File: config.mk
export PLATFORM = sky130hd
export DESIGN_NAME = mc_stall_ctrl
export DESIGN_NICKNAME = d
export VERILOG_FILES = /design/src/rtl/mc_stall_ctrl.sv
export SDC_FILE = /design/constraint.sdc
export NUM_CORES = 1
export LEC_CHECK = 0
export ABC_AREA = 1
export CORE_MARGIN = 1.5
export CORE_UTILIZATION = 40
export DETAILED_ROUTE_END_ITERATION = 6
export HOLD_SLACK_MARGIN = 0.06
export PLACE_DENSITY = 0.65
export RECOVER_POWER = 50
export SLEW_MARGIN = 0
export SYNTH_ARGS = -nofsm -noshare
export SYNTH_HDL_FRONTEND = slang
export SYNTH_SLANG_ARGS = --single-unit
File: constraint.sdc
create_clock -name clk -period 2.9 [get_ports clk]
set_clock_uncertainty 0.2 [all_clocks]
set_input_delay 0.87 -clock clk [delete_from_list [all_inputs] [get_ports clk]]
set_output_delay 0.87 -clock clk [all_outputs]
set_load 0.01 [all_outputs]
File: src/rtl/mc_stall_ctrl.sv
// Multi-cycle execution-unit stall controller: freezes the upstream pipeline for
// the op's extra latency, then pulses done with the captured tag.
//
// state | meaning
// IDLE  | no op in flight; accepts a new op (single-cycle ops complete here)
// COUNT | op in flight, stall asserted while cnt counts down
// DONE  | result valid, stall released; back to IDLE next cycle
module mc_stall_ctrl #(
    parameter int LAT_W   = 4,
    parameter int MAX_LAT = 7,
    parameter int TAG_W   = 4,
    parameter int STAT_W  = 16
) (
    input  logic              clk,
    input  logic              rst,
    input  logic              issue,
    input  logic [LAT_W-1:0]  latency,
    input  logic [TAG_W-1:0]  tag,
    input  logic              flush,
    input  logic              clr_stats,
    output logic              stall,
    output logic              done,
    output logic [TAG_W-1:0]  done_tag,
    output logic [LAT_W-1:0]  remaining,
    output logic              lat_err,
    output logic [STAT_W-1:0] stall_cycles
);

    typedef enum logic [1:0] {IDLE, COUNT, DONE} state_t;

    localparam logic [LAT_W-1:0]  MAX_L    = LAT_W'(MAX_LAT);
    localparam logic [STAT_W-1:0] STAT_MAX = '1;

    state_t            state;
    logic [LAT_W-1:0]  cnt;
    logic [TAG_W-1:0]  tag_q;
    logic [LAT_W-1:0]  eff_lat;
    logic              accept;
    logic              accept_zero;
    logic              accept_multi;

    assign eff_lat      = (latency > MAX_L) ? MAX_L : latency;
    assign accept       = !rst && !flush && issue && (state == IDLE);
    assign accept_zero  = accept && (eff_lat == '0);
    assign accept_multi = accept && (eff_lat != '0);

    // Outputs are qualified by rst and flush so an asserted reset or abort
    // silences the unit in the same cycle, whatever issue is doing.
    assign stall    = !rst && !flush && (accept_multi || (state == COUNT));
    assign done     = !rst && !flush && (accept_zero || (state == DONE));
    assign done_tag = !done ? '0 : ((state == DONE) ? tag_q : tag);
    assign lat_err  = accept && (latency > MAX_L);

    always_comb begin
        remaining = '0;
        if (!rst && !flush) begin
            if (accept_multi)
                remaining = eff_lat - 1'b1;
            else if (state == COUNT)
                remaining = cnt - 1'b1;
        end
    end

    always_ff @(posedge clk or posedge rst) begin
        if (rst) begin
            state <= IDLE;
            cnt   <= '0;
            tag_q <= '0;
        end else if (flush) begin
            state <= IDLE;
            cnt   <= '0;
        end else begin
            case (state)
                IDLE: begin
                    if (accept_multi) begin
                        tag_q <= tag;
                        if (eff_lat == 1) begin
                            state <= DONE;
                        end else begin
                            cnt   <= eff_lat - 1'b1;
                            state <= COUNT;
                        end
                    end
                end
                COUNT: begin
                    if (cnt == 1) begin
                        cnt   <= '0;
                        state <= DONE;
                    end else begin
                        cnt <= cnt - 1'b1;
                    end
                end
                // issue seen here is still the op that just completed
                DONE:    state <= IDLE;
                default: state <= IDLE;
            endcase
        end
    end

    always_ff @(posedge clk or posedge rst) begin
        if (rst)
            stall_cycles <= '0;
        else if (clr_stats)
            stall_cycles <= '0;
        else if (stall && (stall_cycles != STAT_MAX))
            stall_cycles <= stall_cycles + 1'b1;
    end

endmodule

==> flow_summary.yaml, run 1 <==
sta:
  max_freq_mhz: 320.4
  finalSetupViolations: 10
  slew_violations: 0
  finalCriticalPeriod_ns: 3.121
  slew_headroom_pct: 6.879
  hold_violations: 0
  period_share_pct: 107.6
  rsz0062_at_grt: "true"
  setup_ws_ns: -0.2210
  worstMarginPinSlew_ns: 1.397
cts:
  insertion_delay_ns: 0.27
  h-tree-depth: 1
  cts_tree: "built"
  clk_root_buffer_cell: "clkbuf_8"
  cts_max_path_buffers: 2
  cts_made_buffers: 3
  clk_pin_slew_ns: 0.09
  clkSinkCount: 26
  cts-hold-fix-buffers: 0
cells_and_area:
  layout-drive-gt1-share_pct: 22.41
  post_layout_nonfiller_instances: 400
  final_net_count: 367
  regArea_um2: 650.6
  multiInputGateArea_um2: 1182
  final_util_pct: 58.17
  fill_cells: 426
  num_antenna_cells: 0
  area_growth_pct: 36.84
worst_setup_path:
  arrival_ns: 2.05
  path_class: "input pin to output port"
  path_max_fanout: 4
  critPathCaptureType: "output port"
  crit_required_ns: 1.83
  crit_path_start_kind: "input pin"
die:
  die_h_um: 71.96
  num_rows: 24
  fp.dieArea_um2: 5178
  die_w_um: 71.96
  io_pins: 40
  initial_core_util_pct: 42.51
  core-area_um2: 4474
global_routing:
  grt_pass1_vias: 1805
  antenna_found_initial: 0
  grt_pass1_wl_um: 8562
  grt_max_degree: 27
  grt_overflow: 0
  grt_usage_pct: 21.05
place:
  dp_cells: 389
  portBuffers: 39
  place.gp.congestion: 0.8666
  hpwl_um: 3526
power_and_ir_drop:
  p_leak_nw: 1.222
  max-vdd-ir-drop_v: 0.0002811
  intPower_uw: 623.5
  seqPwrFrac_pct: 46.4
  clockPowerShare_pct: 25.9
  sw_frac_of_total_pct: 31.39
  switchingPower_uw: 285.3
  p_per_area_nw_per_um2: 349.2
  p_comb_share_pct: 27.8
synthesis:
  yosysWarnings: 0
  syn_inst: 283
  synth-seq-area-share_pct: 34.21
  synth_area_leaders: "dfrtp_1 (34%), nand2_1 (20%), nor2_1 (7.1%)"
  yosysTopAreaCell: "dfrtp_1"
  ys_ff_latch: 26
  synth_top_area_share_pct: 34.21
  postSynthAreaPerCell_um2: 6.720
  syn_nets: 301
  synth.distinct_cells: 27
  syn_area_um2: 1902
drt:
  viasPerCell: 4.850
  antenna_left: 0
  dr.pass1.iters: 4
  wl_um: 4812
  vias: 1940
  drc: 0
  drtIter0Drc: 104
  wire_per_inst_um: 12.03
outcome:
  status: "complete, but fails checks"
  violations: "setup timing"
flow_run:
  cap_violations: 0
min_path:
  hold_path_class: "flop to flop"
==> per-layer routing <==
metal  track usage (%)  routed length [um]
met1             32.63                2433
met4             3.145                  25
met2             31.28                2105
met3             3.750                 247
met5                 0                   0
==> flip-flops by register name (all words and copies together) (netlist names) <==
register	flops
state	2
stall_cycles	16
cnt	4
tag_q	4
==> what timing repair did <==
| action | in CTS | in global routing |
|---|---|---|
| setup endpoints to repair | 12 | 11 |
| gates resized for setup | 72 | 5 |
| pin swaps | 12 | 3 |
| cloned | 0 | 0 |
| setup buffers | 6 | 2 |
==> Yosys cell counts <==
master,count
nand2_4,1
nor2_1,36
nand2_2,4
buf_6,5
or2_1,1
nand3_1,23
inv_4,1
inv_2,2
clkbuf_1,1
nand4_4,1
nor3_1,2
clkinv_1,1
inv_1,24
nor2_2,5
o21bai_1,1
o21ai_1,5
o21ai_0,6
ha_1,5
nand2_1,102
a211oi_1,2
o211ai_1,1
a21oi_1,10
nand4_1,6
dfrtp_1,26
or2_2,1
xor2_1,8
nor2_4,3
==> power groups by stage <==
stage / registers, mW / logic, mW / clock network (mW)
floorplan: 0.425 / 0.151 / 0
global placement: 0.429 / 0.241 / 0
detailed placement: 0.428 / 0.243 / 0
CTS: 0.422 / 0.252 / 0.245
global route: 0.426 / 0.284 / 0.265
finish: 0.422 / 0.252 / 0.235
==> path summary, 6_finish.rpt <==
check	start	endpoint	slack, ns	depth (start not counted)
max	latency[3]	done_tag[1]	-0.22	9
min	tag_q[2]$_DFFE_PP0P_	tag_q[2]$_DFFE_PP0P_	0.29	2
max reg2reg	state[1]$_DFFE_PP0P_	stall_cycles[6]$_DFFE_PP0P_	0.91	11
min reg2reg	tag_q[2]$_DFFE_PP0P_	tag_q[2]$_DFFE_PP0P_	0.29	2
max in group asynchronous	rst	stall_cycles[4]$_DFFE_PP0P_	0.79	3
min in group asynchronous	rst	cnt[2]$_DFFE_PP0P_	0.89	3
==> area by class of cell <==
cell class | count | area share [%]
flip-flops and latches | 26 | 25.00
repair buffers | 67 | 20.82
inverters | 28 | 4.135
multi-input cells | 223 | 45.43
clock buffers | 4 | 2.115
well taps | 52 | 2.500
==> metrics by stage <==
| step | hold WS, ns | area (um^2) | power (mW) | setup TNS [ns] | setup slack [ns] |
|---|---|---|---|---|---|
| floorplan | 0.2495 | 1959 | 0.5763 | -0.3413 | -0.08532 |
| global placement | 0.2676 | 2512 | 0.6703 | -13.24 | -0.9636 |
| detailed placement | 0.2660 | 2512 | 0.6710 | -14.55 | -1.020 |
| CTS | 0.2907 | 2603 | 0.9179 | -1.687 | -0.2083 |
| global route | 0.3213 | 2603 | 0.9747 | -2.337 | -0.2828 |
| finish | 0.2874 | 2603 | 0.9088 | -1.839 | -0.2210 |
==> critical path, cell delays in order <==
cell and delay (ns):
buf_6 0.09, or2_4 0.25, nor2_4 0.13, ha_4 0.19, nand3_4 0.07, a21oi_4 0.13
inv_2 0.08, a21oi_2 0.10, buf_2 0.13
==> logic make-up (layout without fill, tap and decap cells) <==
kind of cell	after synthesis	count (layout)	share of synthesized area, %
flops	26	26	34.21
compound gates	25	25	7.105
fa+ha+maj	5	5	3.289
xor+xnor	8	8	3.684
simple gates	185	185	42.90
buf+inv	34	99	8.816
==> cells in the final DEF, fill, tap and decap left out, types with 3 or more instances in the layout <==
cell	synthesis	routed
o21ai_0	6	4
xor2_1	8	8
inv_2	2	3
nor2_4	3	5
a21oi_2	0	6
buf_4	0	24
nand2_2	4	4
nand4_1	6	6
ha_1	5	4
buf_2	0	11
a21oi_1	10	3
nor2_2	5	5
nand3_1	23	21
nor2_1	36	34
inv_1	24	23
dfrtp_1	26	26
buf_6	5	5
clkbuf_8	0	4
clkdlybuf4s50_1	0	21
nand2_1	102	102
o21ai_1	5	7
(Power assumes the default switching activity.)
==> run 2, diff against run 1 <==
--- a/config.mk
+++ b/config.mk
@@ -5,12 +5,12 @@
 export SDC_FILE = /design/constraint.sdc
 export NUM_CORES = 1
 export LEC_CHECK = 0
-export ABC_AREA = 1
+export ABC_AREA = 0
 export CORE_MARGIN = 1.5
-export CORE_UTILIZATION = 40
+export CORE_UTILIZATION = 43
 export DETAILED_ROUTE_END_ITERATION = 6
 export HOLD_SLACK_MARGIN = 0.06
-export PLACE_DENSITY = 0.65
+export PLACE_DENSITY = 0.7
 export RECOVER_POWER = 50
 export SLEW_MARGIN = 0
 export SYNTH_ARGS = -nofsm -noshare
==> run 2 against run 1 <==
The flow still finishes with violations (setup timing). First-iteration DRC count is 12% lower. Non-clock buffer count increased by 5. Sequential share of layout area is 0.38 points higher. Total power shrank 0.49%. Setup slack got worse by 0.17 ns. Via count decreased by 13%. Routed wire length is 8.5% lower. Clock-buffer cell count shrank 1. Clock power rose by 28%. Sequential power decreased by 5.2%. Cell area decreased by 1.5%. Die area shrank 13%. Critical endpoint is now remaining[2]. Largest power group unchanged.
==> flow_summary.yaml, run 2 <==
outcome:
  status: "complete, but fails checks"
  violations: "setup timing"
synthesis:
  synthTopCellsByCount: "dfrtp_1 (26), nor2_1 (20), inv_1 (11), mux2_2 (11)"
  synth_compound_area_share_pct: 18.73
  synth_top_area_share_pct: 36.75
  yosysMostFrequentCell: "dfrtp_1"
  dominantRegCellSynth: "dfrtp_1"
  synth-xor-area-share_pct: 0.9894
  postSynthAreaPerCell_um2: 9.173
  synth_fa_ha_area_share_pct: 3.534
  yosysTopAreaCell: "dfrtp_1"
  synth-seq-area-share_pct: 36.75
  syn_nets: 211
  synth_area_leaders: "dfrtp_1 (37%), mux2_2 (7.0%), nor2_1 (4.2%)"
  yosysWarnings: 0
  syn_inst: 193
  synth_top_family_by_area: "simple AND/OR/NAND/NOR gates"
  syn_area_um2: 1770
  ys_ff_latch: 26
  synth_mux_area_share_pct: 9.823
  synth_edf_count: 0
  synth.distinct_cells: 48
  async_flop_share_pct: 100.0
  synth_simple_gate_area_share_pct: 24.66
place:
  hpwl_um: 3255
  pre_cts_ws_ns: -1.255
  place.gp.congestion: 0.8184
  portBuffers: 39
  place_area_um2: 2430
die:
  initial_core_util_pct: 44.58
  die_w_um: 67.17
  io_pins: 40
  fp.dieArea_um2: 4511
  core-area_um2: 3971
  die_h_um: 67.17
  num_rows: 23
cells_and_area:
  final_util_pct: 64.56
  regArea_um2: 650.6
  fill_cells: 333
  final_net_count: 279
  largest_reg_flops: 16
  area_growth_pct: 44.81
  finalInstanceArea_um2: 2564
  top_register: "stall_cycles"
  final_common_cell: "buf_4"
  layout-drive-gt1-share_pct: 35.00
  multiInputGateArea_um2: 1125
  reg.largest.list: "stall_cycles: 16 flops, cnt: 4 flops, tag_q: 4 flops"
  num_antenna_cells: 0
  final_cell_mix: "buf_4 (29), dfrtp_1 (26), clkdlybuf4s50_1 (21), nor2_1 (13), mux2_2 (11)"
global_routing:
  use_met1_pct: 30.05
  grt_overflow: 0
  top_usage_layer: "met2"
  grt_util_met2_pct: 31.93
  met3_usage_pct: 3.000
  grt_max_degree: 17
  grt_pass1_wl_um: 7100
  antenna_found_initial: 0
  grt_usage_pct: 20.18
  grt_pass1_vias: 1498
power_and_ir_drop:
  seqPwrFrac_pct: 44.2
  max-vdd-ir-drop_v: 0.0003012
  power_uw: 904.3
  sw_frac_of_total_pct: 25.35
  p_leak_nw: 1.088
  p_comb_share_pct: 22.5
  clockPowerShare_pct: 33.3
  switchingPower_uw: 229.3
  intPower_uw: 675.0
  p_per_area_nw_per_um2: 352.7
sta:
  worstMarginPinSlew_ns: 0.8629
  finalCriticalPeriod_ns: 3.286
  period_share_pct: 113.3
  slew_violations: 0
  max_freq_mhz: 304.3
  fin_setup_tns_ns: -2.387
  rsz0062_at_grt: "true"
  slew_headroom_pct: 42.47
  hold_violations: 0
  finalSetupViolations: 10
  setup_ws_ns: -0.3861
worst_setup_path:
  crit_required_ns: 1.83
  worstSetupEndpoint: "remaining[2]"
  path_class: "input pin to output port"
  crit_path_start_kind: "input pin"
  reg2reg_slack_ns: 0.66
  path_max_fanout: 2
  arrival_ns: 2.22
  reg2reg_to: "stall_cycles[12]$_DFFE_PP0P_"
  reg2reg_depth: 7
  critical_path.reg2reg.startpoint: "state[1]$_DFFE_PP0P_"
  critPathCaptureType: "output port"
  crit_start: "rst"
drt:
  wire_per_inst_um: 14.21
  vias: 1688
  viasPerCell: 5.445
  wl_um: 4404
  antenna_left: 0
  dr.pass1.iters: 4
  drtIter0Drc: 92
  drc: 0
min_path:
  hold_path_class: "flop to flop"
cts:
  clk_pin_slew_ns: 0.09
  h-tree-depth: 1
  cts_made_buffers: 3
  cts_max_path_buffers: 2
  clk_root_buffer_cell: "clkbuf_8"
  cts-hold-fix-buffers: 0
  cts_tree: "built"
  clkSinkCount: 26
  insertion_delay_ns: 0.27
flow_run:
  cap_violations: 0
run 2: cell count changes after synthesis, moves of 7 or more:
cell,before,now
nand3_1,23,5
nor2b_1,0,10
inv_1,24,11
nand2_1,102,10
nor2_1,36,20
xor2_1,8,1
mux2_2,0,11
run 2: kinds of logic (layout without fill, tap and decap cells):
family	count (synthesis)	after routing
AND/OR/NAND/NOR	80	80
AO/OA/AOI/OAI	44	44
flip-flops	26	26
buffers and inverters	20	87
multiplexers	16	16
adder cells (fa/ha/maj)	5	5
XOR/XNOR	2	2
run 2: worst min path at each step:
stage / depth (start not counted) / from / endpoint
detailed placement: 1 / tag_q[0]$_DFFE_PP0P_ / tag_q[0]$_DFFE_PP0P_
CTS: 1 / tag_q[0]$_DFFE_PP0P_ / tag_q[0]$_DFFE_PP0P_
global placement: 1 / tag_q[2]$_DFFE_PP0P_ / tag_q[2]$_DFFE_PP0P_
global route: 1 / tag_q[3]$_DFFE_PP0P_ / tag_q[3]$_DFFE_PP0P_
floorplan: 1 / tag_q[0]$_DFFE_PP0P_ / tag_q[0]$_DFFE_PP0P_
finish: 1 / tag_q[0]$_DFFE_PP0P_ / tag_q[0]$_DFFE_PP0P_
run 2: repair_timing:
action	in CTS	in global routing
cloned	0	0
pin swaps	14	10
resized for setup	89	14
setup buffers	2	2
endpoints found under the setup margin	26	11
run 2: final cells by class:
class / instances / share of cell area (%)
Clock inverter: 1 / 1.171
Multi-Input combinational cell: 147 / 43.88
Timing Repair Buffer: 72 / 23.91
Tap cell: 50 / 2.440
Clock buffer: 3 / 1.611
Sequential cell: 26 / 25.38
Inverter: 11 / 1.611
run 2: critical path, cell delays in order:
cell	delay (ns)
buf_6	0.09
or3_4	0.37
or4_4	0.43
o22a_1	0.22
nor3_2	0.09
buf_2	0.14
run 2: stage by stage:
stage	hold slack, ns	cells
after global routing	0.3338	310
after CTS	0.3158	308
final	0.3128	310
after detailed placement	0.2945	302
after floorplan	0.2791	193
after global placement	0.2861	302
run 2: power groups by stage:
| stage | clock, mW | sequential [mW] | combinational (mW) |
|---|---|---|---|
| 2_1_floorplan | 0 | 0.404 | 0.115 |
| 3_3_place_gp | 0 | 0.405 | 0.191 |
| 3_5_place_dp | 0 | 0.407 | 0.192 |
| 4_1_cts | 0.307 | 0.399 | 0.197 |
| 5_1_grt | 0.324 | 0.403 | 0.226 |
| 6_report | 0.301 | 0.400 | 0.204 |
run 2: per-layer routing:
metal  vias up  wire length (um)
met5         -                 0
met4         0                13
met3         2                92
met2        22              2118
met1       808              2180
li1        856                 -
==> run 3, diff against run 2 <==
--- a/config.mk
+++ b/config.mk
@@ -6,11 +6,12 @@
 export NUM_CORES = 1
 export LEC_CHECK = 0
 export ABC_AREA = 0
+export CELL_PAD_IN_SITES_DETAIL_PLACEMENT = 1
+export CELL_PAD_IN_SITES_GLOBAL_PLACEMENT = 1
 export CORE_MARGIN = 1.5
-export CORE_UTILIZATION = 43
+export CORE_UTILIZATION = 38
 export DETAILED_ROUTE_END_ITERATION = 6
-export HOLD_SLACK_MARGIN = 0.06
-export PLACE_DENSITY = 0.7
+export PLACE_DENSITY_LB_ADDON = 0.1
 export RECOVER_POWER = 50
 export SLEW_MARGIN = 0
 export SYNTH_ARGS = -nofsm -noshare
==> run 3 against run 2 <==
The flow still finishes with violations (setup timing). Die area is 13% higher. Utilization down 4.9 points. Global-route usage rose by 3.8 points. Cell area grew 2.8%.
==> flow_summary.yaml, run 3 (same netlist as run 2, synthesis figures left out) <==
outcome:
  status: "complete, but fails checks"
  violations: "setup timing"
cells_and_area:
  layout-drive-gt1-share_pct: 37.31
  final_util_pct: 59.69
  top_register: "stall_cycles"
  final_cell_mix: "buf_4 (36), dfrtp_1 (26), clkdlybuf4s50_1 (21), nor2_1 (13), buf_6 (12)"
  finalInstanceArea_um2: 2635
  final_common_cell: "buf_4"
  area_growth_pct: 48.83
  largest_reg_flops: 16
  final_net_count: 288
  num_antenna_cells: 0
  reg.largest.list: "stall_cycles: 16 flops, cnt: 4 flops, tag_q: 4 flops"
power_and_ir_drop:
  p_per_area_nw_per_um2: 316.6
  switchingPower_uw: 240.9
  max-vdd-ir-drop_v: 0.0001482
  intPower_uw: 593.3
  p_leak_nw: 1.128
  seqPwrFrac_pct: 48.2
  clockPowerShare_pct: 24.3
  sw_frac_of_total_pct: 28.88
  p_comb_share_pct: 27.5
  power_uw: 834.2
cts:
  h-tree-depth: 1
  cts-hold-fix-buffers: 0
  clkSinkCount: 26
  cts_max_path_buffers: 2
  clk_pin_slew_ns: 0.08
  cts_made_buffers: 3
  clk_root_buffer_cell: "clkbuf_8"
  insertion_delay_ns: 0.27
  cts_tree: "built"
die:
  fp.dieArea_um2: 5077
  num_rows: 24
  initial_core_util_pct: 40.11
  core-area_um2: 4414
  die_w_um: 71.26
  io_pins: 40
  die_h_um: 71.26
sta:
  finalSetupViolations: 11
  setup_ws_ns: -0.4050
  rsz0062_at_grt: "true"
  worstMarginPinSlew_ns: 0.7576
  hold_violations: 0
  slew_violations: 0
  max_freq_mhz: 302.6
  period_share_pct: 114.0
  finalCriticalPeriod_ns: 3.305
  slew_headroom_pct: 49.38
drt:
  wl_um: 5978
  drc: 0
  antenna_left: 0
  drtIter0Drc: 56
  wire_per_inst_um: 18.68
  viasPerCell: 5.725
  vias: 1832
  dr.pass1.iters: 4
global_routing:
  met3_usage_pct: 3.376
  grt_util_met2_pct: 44.24
  antenna_found_initial: 0
  grt_overflow: 0
  grt_pass1_vias: 1990
  top_usage_layer: "met2"
  grt_usage_pct: 23.96
  grt_pass1_wl_um: 9777
  use_met1_pct: 30.08
  grt_max_degree: 17
place:
  portBuffers: 39
  hpwl_um: 4226
  place_area_um2: 2427
  pre_cts_ws_ns: -1.288
  place.gp.congestion: 0.8612
worst_setup_path:
  critical_path.reg2reg.startpoint: "state[1]$_DFFE_PP0P_"
  cp_cell_sequence: "buf_6, or3_4, or4_4, o22a_1, nor3_2, buf_2"
  crit_required_ns: 1.83
  path_max_fanout: 2
  critical_path.slowest_cell: "or4_4"
  crit_path_start_kind: "input pin"
  critPathCaptureType: "output port"
  crit_start: "flush"
  arrival_ns: 2.23
  slowest_delay_ns: 0.44
  path_class: "input pin to output port"
min_path:
  hold_path_class: "flop to flop"
  hp-start: "tag_q[0]$_DFFE_PP0P_"
flow_run:
  cap_violations: 0
-- run 3: cell count changes in the layout (fill, tap and decap cells not counted) --
cell | before | now
buf_2 | 8 | 6
buf_4 | 29 | 36
buf_6 | 10 | 12
buf_8 | 1 | 2
bufinv_16 | 1 | 0
clkbuf_2 | 1 | 2
nor3_1 | 6 | 5
nor3_2 | 3 | 4
nor4b_2 | 1 | 0
nor4b_4 | 0 | 1
-- run 3: worst paths after layout --
kind / to / slack [ns] / cells after the start
min: tag_q[0]$_DFFE_PP0P_ / 0.32 / 1
min in group asynchronous: stall_cycles[11]$_DFFE_PP0P_ / 0.60 / 4
max in group asynchronous: stall_cycles[5]$_DFFE_PP0P_ / 1.38 / 4
max: remaining[2] / -0.40 / 6
max reg2reg: stall_cycles[10]$_DFFE_PP0P_ / 0.68 / 7
min reg2reg: tag_q[0]$_DFFE_PP0P_ / 0.32 / 1
-- run 3: routing by layer --
metal,part of all wire (%),wire [um]
met1,43,2548
met2,53,3189
met3,3.6,215
met4,0.42,25
met5,0,0
-- run 3: per-stage QoR --
| step | hold WS [ns] | TNS (ns) | cells |
|---|---|---|---|
| floorplan | 0.2791 | -1.762 | 193 |
| global placement | 0.2891 | -19.52 | 305 |
| detailed placement | 0.3112 | -21.59 | 305 |
| CTS | 0.3316 | -3.220 | 312 |
| global route | 0.3481 | -3.917 | 320 |
| finish | 0.3177 | -3.313 | 320 |
-- run 3: repair_timing --
action | CTS | global route
endpoints found under the setup margin | 28 | 11
resized for setup | 91 | 17
endpoints found under the hold margin | 0 | 0
setup buffers | 4 | 8
pin swaps | 18 | 13
-- run 3: power by group through the flow --
| stage | clock network, mW | registers, mW | logic [mW] |
|---|---|---|---|
| floorplan | 0 | 0.404 | 0.115 |
| global placement | 0 | 0.406 | 0.188 |
| detailed placement | 0 | 0.410 | 0.200 |
| CTS | 0.213 | 0.402 | 0.209 |
| global route | 0.225 | 0.406 | 0.250 |
| finish | 0.202 | 0.402 | 0.230 |
-- run 3: layout make-up --
type	instances	area (um^2)
multi-input combinational	147	1139
clock buffer	3	41.29
fill	495	1779
inverter	11	41.29
sequential	26	650.6
tap	52	65.06
timing repair buffer	81	698.2
-- run 3: worst max-delay path, delay by kind of cell --
kind,cells,cell delay (ns)
AND/OR/NAND/NOR,3,0.91
buffers and inverters,2,0.24
AO/OA/AOI/OAI,1,0.22
